## config.mk

```make
export PLATFORM = sky130hd
export DESIGN_NAME = led_seq_ctrl
export DESIGN_NICKNAME = d
export VERILOG_FILES = /design/src/rtl/led_seq_pkg.sv /design/src/rtl/sw_debounce.sv /design/src/rtl/led_seq_ctrl.sv
export SDC_FILE = /design/constraint.sdc
export NUM_CORES = 1
export LEC_CHECK = 0
export CAP_MARGIN = 20
export CELL_PAD_IN_SITES_DETAIL_PLACEMENT = 0
export CELL_PAD_IN_SITES_GLOBAL_PLACEMENT = 1
export CORE_MARGIN = 2
export CORE_UTILIZATION = 40
export CTS_CLUSTER_DIAMETER = 50
export CTS_CLUSTER_SIZE = 14
export DETAILED_ROUTE_END_ITERATION = 10
export MAX_ROUTING_LAYER = met4
export PLACE_DENSITY = 0.8
export SETUP_SLACK_MARGIN = 0.2
export SLEW_MARGIN = 15
export SYNTH_ARGS = -nofsm -noshare
export SYNTH_HDL_FRONTEND = slang
export SYNTH_SLANG_ARGS = --single-unit
```

## constraint.sdc

```tcl
create_clock -name clk -period 3 [get_ports clk]
set_clock_uncertainty 0.1 [all_clocks]
set_input_delay 0.6 -clock clk [delete_from_list [all_inputs] [get_ports clk]]
set_output_delay 0.6 -clock clk [all_outputs]
set_load 0.05 [all_outputs]
```

## src/rtl/led_seq_pkg.sv

```systemverilog
// Shared definitions for the LED sequencer: register map, CTRL bit fields,
// mode encodings and the sequencer FSM state type.
package led_seq_pkg;

   localparam logic [1:0] ADDR_CTRL   = 2'd0;
   localparam logic [1:0] ADDR_MANUAL = 2'd1;
   localparam logic [1:0] ADDR_PERIOD = 2'd2;
   localparam logic [1:0] ADDR_STATUS = 2'd3;

   localparam int CTRL_MODE_LSB = 0;
   localparam int CTRL_EN_BIT   = 2;
   localparam int CTRL_OVR_BIT  = 3;

   typedef enum logic [1:0] {
      MODE_MANUAL = 2'd0,
      MODE_SHIFT  = 2'd1,
      MODE_BOUNCE = 2'd2,
      MODE_BLINK  = 2'd3
   } mode_e;

   typedef enum logic [2:0] {
      ST_OFF,
      ST_MANUAL,
      ST_SHIFT,
      ST_BOUNCE_L,
      ST_BOUNCE_R,
      ST_BLINK_ON,
      ST_BLINK_OFF
   } state_e;

   // Mode a running state belongs to; OFF has no mode and is handled separately.
   function automatic mode_e state_mode(input state_e s);
      case (s)
         ST_SHIFT:                  return MODE_SHIFT;
         ST_BOUNCE_L, ST_BOUNCE_R:  return MODE_BOUNCE;
         ST_BLINK_ON, ST_BLINK_OFF: return MODE_BLINK;
         default:                   return MODE_MANUAL;
      endcase
   endfunction

   function automatic state_e entry_state(input mode_e m);
      case (m)
         MODE_SHIFT:  return ST_SHIFT;
         MODE_BOUNCE: return ST_BOUNCE_L;
         MODE_BLINK:  return ST_BLINK_ON;
         default:     return ST_MANUAL;
      endcase
   endfunction

endpackage

```

## src/rtl/sw_debounce.sv

```systemverilog
// Two-flop synchroniser plus debouncer for the slide switches: the output
// follows the synchronised vector only after it has held steady long enough.
module sw_debounce #(
   parameter int DEBOUNCE_CYC = 500000
) (
   input  logic       clk,
   input  logic       reset_n,
   input  logic [3:0] sw_in,
   output logic [3:0] sw_db
);

   localparam int          CW       = (DEBOUNCE_CYC > 1) ? $clog2(DEBOUNCE_CYC) : 1;
   localparam logic [CW-1:0] CNT_LAST = CW'(DEBOUNCE_CYC - 1);

   logic [3:0]    sync1, sync2, cand;
   logic [CW-1:0] cnt;

   always_ff @(posedge clk or negedge reset_n) begin
      if (!reset_n) begin
         sync1 <= '0;
         sync2 <= '0;
         cand  <= '0;
         cnt   <= '0;
         sw_db <= '0;
      end else begin
         sync1 <= sw_in;
         sync2 <= sync1;
         // cand tracks the last synchronised value; any change restarts the count
         if (sync2 != cand) begin
            cand <= sync2;
            cnt  <= '0;
         end else if (cand != sw_db) begin
            if (cnt == CNT_LAST) begin
               sw_db <= cand;
               cnt   <= '0;
            end else begin
               cnt <= cnt + 1'b1;
            end
         end else begin
            cnt <= '0;
         end
      end
   end

endmodule

```

## src/rtl/led_seq_ctrl.sv

```systemverilog
// Avalon-MM controlled LED pattern sequencer: register file, tick generator
// and the pattern FSM driving eight LEDs.
module led_seq_ctrl
   import led_seq_pkg::*;
#(
   parameter int DEBOUNCE_CYC = 500000,
   parameter int PERIOD_RST   = 5000000
) (
   input  logic        clk,
   input  logic        reset_n,
   input  logic [1:0]  avs_address,
   input  logic        avs_read,
   input  logic        avs_write,
   input  logic [31:0] avs_writedata,
   output logic [31:0] avs_readdata,
   input  logic [3:0]  sw_in,
   output logic [7:0]  led_out
);

   logic [3:0]  ctrl_q;
   logic [7:0]  manual_q;
   logic [23:0] period_q;
   logic [23:0] tick_cnt;
   logic [3:0]  sw_db;
   mode_e       eff_mode, mode_q;
   logic        en, en_q;
   state_e      state, state_d;
   logic [7:0]  led_d;
   logic [31:0] rd_mux;
   logic        wr_ctrl, wr_manual, wr_period;
   logic [23:0] reload_src, reload_val;
   logic        reload, tick;
   logic        unused_wdata;

   sw_debounce #(.DEBOUNCE_CYC(DEBOUNCE_CYC)) u_sw_debounce (
      .clk     (clk),
      .reset_n (reset_n),
      .sw_in   (sw_in),
      .sw_db   (sw_db)
   );

   assign wr_ctrl      = avs_write && (avs_address == ADDR_CTRL);
   assign wr_manual    = avs_write && (avs_address == ADDR_MANUAL);
   assign wr_period    = avs_write && (avs_address == ADDR_PERIOD);
   assign unused_wdata = ^avs_writedata[31:24];

   assign en       = ctrl_q[CTRL_EN_BIT];
   assign eff_mode = mode_e'(ctrl_q[CTRL_OVR_BIT] ? sw_db[1:0] : ctrl_q[CTRL_MODE_LSB +: 2]);

   // ---------------- register file ----------------
   always_comb begin
      rd_mux = '0;
      case (avs_address)
         ADDR_CTRL:   rd_mux[3:0]  = ctrl_q;
         ADDR_MANUAL: rd_mux[7:0]  = manual_q;
         ADDR_PERIOD: rd_mux[23:0] = period_q;
         default:     rd_mux[13:0] = {eff_mode, led_out, sw_db};
      endcase
   end

   always_ff @(posedge clk or negedge reset_n) begin
      if (!reset_n) begin
         ctrl_q       <= '0;
         manual_q     <= '0;
         period_q     <= 24'(PERIOD_RST);
         avs_readdata <= '0;
      end else begin
         if (wr_ctrl)   ctrl_q   <= avs_writedata[3:0];
         if (wr_manual) manual_q <= avs_writedata[7:0];
         if (wr_period) period_q <= avs_writedata[23:0];
         // mux sees the registers before this edge's write lands
         if (avs_read)  avs_readdata <= rd_mux;
      end
   end

   // ---------------- tick generator ----------------
   // A PERIOD write reloads from the incoming value, not the stale register.
   always_comb begin
      reload_src = wr_period ? avs_writedata[23:0] : period_q;
      reload_val = (reload_src == 24'd0) ? 24'd0 : reload_src - 24'd1;
   end

   assign reload = wr_period || (eff_mode != mode_q) || (en && !en_q);
   assign tick   = (tick_cnt == 24'd0) && !reload;

   always_ff @(posedge clk or negedge reset_n) begin
      if (!reset_n) begin
         tick_cnt <= 24'(PERIOD_RST - 1);
         mode_q   <= MODE_MANUAL;
         en_q     <= 1'b0;
      end else begin
         mode_q <= eff_mode;
         en_q   <= en;
         if (reload || tick_cnt == 24'd0) tick_cnt <= reload_val;
         else                             tick_cnt <= tick_cnt - 24'd1;
      end
   end

   // ---------------- pattern FSM ----------------
   always_ff @(posedge clk or negedge reset_n) begin
      if (!reset_n) begin
         state   <= ST_OFF;
         led_out <= '0;
      end else begin
         state   <= state_d;
         led_out <= led_d;
      end
   end

   always_comb begin
      state_d = state;
      led_d   = led_out;
      if (!en) begin
         state_d = ST_OFF;
         led_d   = '0;
      end else if (state == ST_OFF || state_mode(state) != eff_mode) begin
         // mode entry ignores any tick landing on the same cycle
         state_d = entry_state(eff_mode);
         case (eff_mode)
            MODE_SHIFT, MODE_BOUNCE: led_d = 8'h01;
            default:                 led_d = manual_q;
         endcase
      end else begin
         case (state)
            ST_MANUAL: led_d = manual_q;
            ST_SHIFT:  if (tick) led_d = {led_out[6:0], led_out[7]};
            ST_BOUNCE_L: if (tick) begin
               led_d = {led_out[6:0], 1'b0};
               if (led_out[6]) state_d = ST_BOUNCE_R;
            end
            ST_BOUNCE_R: if (tick) begin
               led_d = {1'b0, led_out[7:1]};
               if (led_out[1]) state_d = ST_BOUNCE_L;
            end
            ST_BLINK_ON: if (tick) begin
               state_d = ST_BLINK_OFF;
               led_d   = '0;
            end
            ST_BLINK_OFF: if (tick) begin
               state_d = ST_BLINK_ON;
               led_d   = manual_q;
            end
            default: begin
               state_d = ST_OFF;
               led_d   = '0;
            end
         endcase
      end
   end

endmodule

```

==> qor.csv <==
metric,value,unit
finalCritPeriodShare,90.19,%
slowest_delay,520,ps
yosysWarnings,0,
track_usage,20.37,%
cts-root-buf,clkbuf_16,
avgSynthCellArea,9.770,sq um
power_density,747.7,mW/mm^2
period_needed,2706,ps
htreeDepth,4,
async_flop_share,100.0,%
crit_path_max_fanout,5,
leakage,3.943,nW
stdcell_area,0.009341,sq mm
clock_path_buffers,2,
cts_tree,done,
clk_latency,430,ps
place.gp.congestion,0.8783,
finalSetupViolations,0,
ios,82,
rsz0062_at_grt,no,
ys_seq_area_share,45.60,%
initial_core_util,40.82,%
combPwrFrac,31.3,%
tns,0,ps
core.rowCount,49,
ys_ff_latch,133,
numPortBuffers,65,
cp_common_cell,or4_4,
drive_gt1_share,21.78,%
antenna_found_initial,0,
yosysMostFrequentCell,dfrtp_1,
cts_sinks,133,
core,0.01802,sq mm
vias,5982,
hold_viol_final,0,
via_per_inst,5.365,
cp.arrival,2930,ps
fmax,369.6,MHz
drv_cap,0,
dpl_cell_area,0.008678,sq mm
crit_type,flip-flop to flip-flop,
whs,91.29,ps
critPathBufInv,1,
die_area,0.01949,sq mm
critPathTopFamily,simple AND/OR/NAND/NOR gates,
layout.nets,921,
layout.cells.non_filler,1115,
wl_per_cell,16.88,um
crit_path_end_kind,flip-flop,
slew_headroom,45.43,%
maxSlewViolCount,0,
cp_slowest_cell,or4_4,
drtPass1Iterations,5,
netlist_top_cells_count,"dfrtp_1, nand2_1, nor2_1",
synth-edff-count,0,
worst_pin_slew,807.9,ps
synth.area.top_cells,"dfrtp_1, dfstp_2, nand2_1",
synth_top_cell_by_area,dfrtp_1,
wirelength,18.82,mm
swShare,36.41,%
netlist_instances,753,
ys.flop_type,dfrtp_1,
cts_made_buffers,17,
power_switching,2.543,mW
syn_area,0.007357,sq mm
crit_chain,or4_4 > or4_4 > or3_4 > nand2_1 > nand2_2 > buf_4 > o32ai_1,
die_x,139.6,um
clk_pin_slew,60,ps
seqPwrFrac,37.8,%
grt_max_degree,69,
ant_nets,0,
placed_cells,1081,
hp-class,input port to asynchronous set/reset pin,
ctsHoldBuffers,0,
grt_pass1_vias,5797,
grt_first_pass_wirelength,30.43,mm
drc_errors,0,
die_height,139.6,um
syn2layout_area_growth,26.97,%
irDropWorstVdd,540.1,uV
outcome,"complete, no violations",
cp.required,3230,ps
critPathLaunchType,flip-flop,
hpwlAfterDp,13.79,mm
first_iter_violations,409,
utilization,51.83,%
clkPwrFrac,30.8,%
fill_cells,1685,
grt-ovfl-total,0,
diodes,0,
p_int,4.441,mW
yosysUniqueCellTypes,75,
synth_top_area_share,38.10,%
[final cells by class]
cell class,count,area (sq um),area share [%]
clock inverter,15,182.7,1.956
inverter,35,131.4,1.406
clock buffer,17,425.4,4.554
tap,229,286.5,3.067
multi-input combinational,545,3699,39.59
sequential,133,3354,35.91
timing repair buffer,141,1262,13.51
[power by group through the flow]
stage                     clock (mW)  combinational [mW]  sequential (mW)
after floorplan                    0                1.28             2.78
after global placement             0                2.14             2.66
after detailed placement           0                2.16             2.66
after CTS                       2.19                2.17             2.63
after global routing            2.26                2.38             2.69
final                           2.15                2.19             2.64
[per-layer routing]
layer	up-vias	GRT usage [%]	share of wire, %
met5	-	-	0
li1	2905	-	-
met3	31	4.749	4.9
met2	151	30.21	45
met1	2895	27.92	48
met4	0	6.368	2.1
[cell families after synthesis]
family | share of synthesized area [%]
AO/OA/AOI/OAI | 13.33
XOR/XNOR | 6.310
buffers and inverters | 5.000
flip-flops | 45.60
adder cells (fa/ha/maj) | 1.020
other | 0.05097
AND/OR/NAND/NOR | 19.76
multiplexers | 8.928
[flip-flops by register name, summed over array words and instances, names as in the netlist, 4 cells and up]
signal and cells:
led_out 8, period_q 24, ctrl_q 4, u_sw_debounce.sync2 4
tick_cnt 24, u_sw_debounce.cand 4, avs_readdata 24, u_sw_debounce.sw_db 4
u_sw_debounce.sync1 4, u_sw_debounce.cnt 19, manual_q 8
[cells in the final DEF, fill, tap and decap left out, types with 6 or more instances in the layout]
cell             synthesis  final
a21oi_1                 23     23
a22oi_1                 11     11
a31oi_1                  8      8
buf_4                   12     72
clkbuf_16                0     17
clkdlybuf4s50_1          0     60
conb_1                   1      8
dfrtp_1                112    112
dfstp_2                 21     21
ha_1                     6      6
inv_1                   35     35
inv_6                    0      8
mux2_2                  28     28
mux2i_1                 17     17
mux4_2                   7      7
nand2_1                 94     94
nand2b_1                 7      7
nand3_1                 14     14
nand4_1                  6      6
nor2_1                  58     57
nor2b_1                 16     16
nor3_1                  28     28
nor4_1                  12     11
o21ai_0                 31     30
o22ai_1                 21     21
or3_1                    9      9
or4_4                    5      6
xnor2_1                 26     26
xor2_1                  27     27
[final timing paths]
path                                             start                endpoint  slack [ps]  cells after the start
min in group clk                u_sw_debounce.sync1[2]  u_sw_debounce.sync2[2]         250                      0
worst min-delay path                           reset_n             tick_cnt[7]          90                      1
worst max-delay path                      tick_cnt[12]             tick_cnt[9]         290                      7
max in group asynchronous                      reset_n             manual_q[3]        1860                      2
worst min register to register  u_sw_debounce.sync1[2]  u_sw_debounce.sync2[2]         250                      0
worst max register to register            tick_cnt[12]             tick_cnt[9]         290                      7
[metrics by stage]
stage	setup slack [ps]	total power, mW
4_1_cts	215.7	6.996
2_1_floorplan	202.4	4.058
3_5_place_dp	-358.9	4.823
3_3_place_gp	-323.3	4.796
6_report	294.4	6.984
5_1_grt	207.0	7.332
[timing repair]
| action | 4_1_cts | 5_1_grt |
|---|---|---|
| setup buffers | 1 | 1 |
| endpoints found under the setup margin | 10 | 16 |
| gates resized for setup | 8 | 6 |
| gates cloned | 0 | 0 |
| pin swaps | 5 | 5 |
Power figures use the tool's default switching activity.
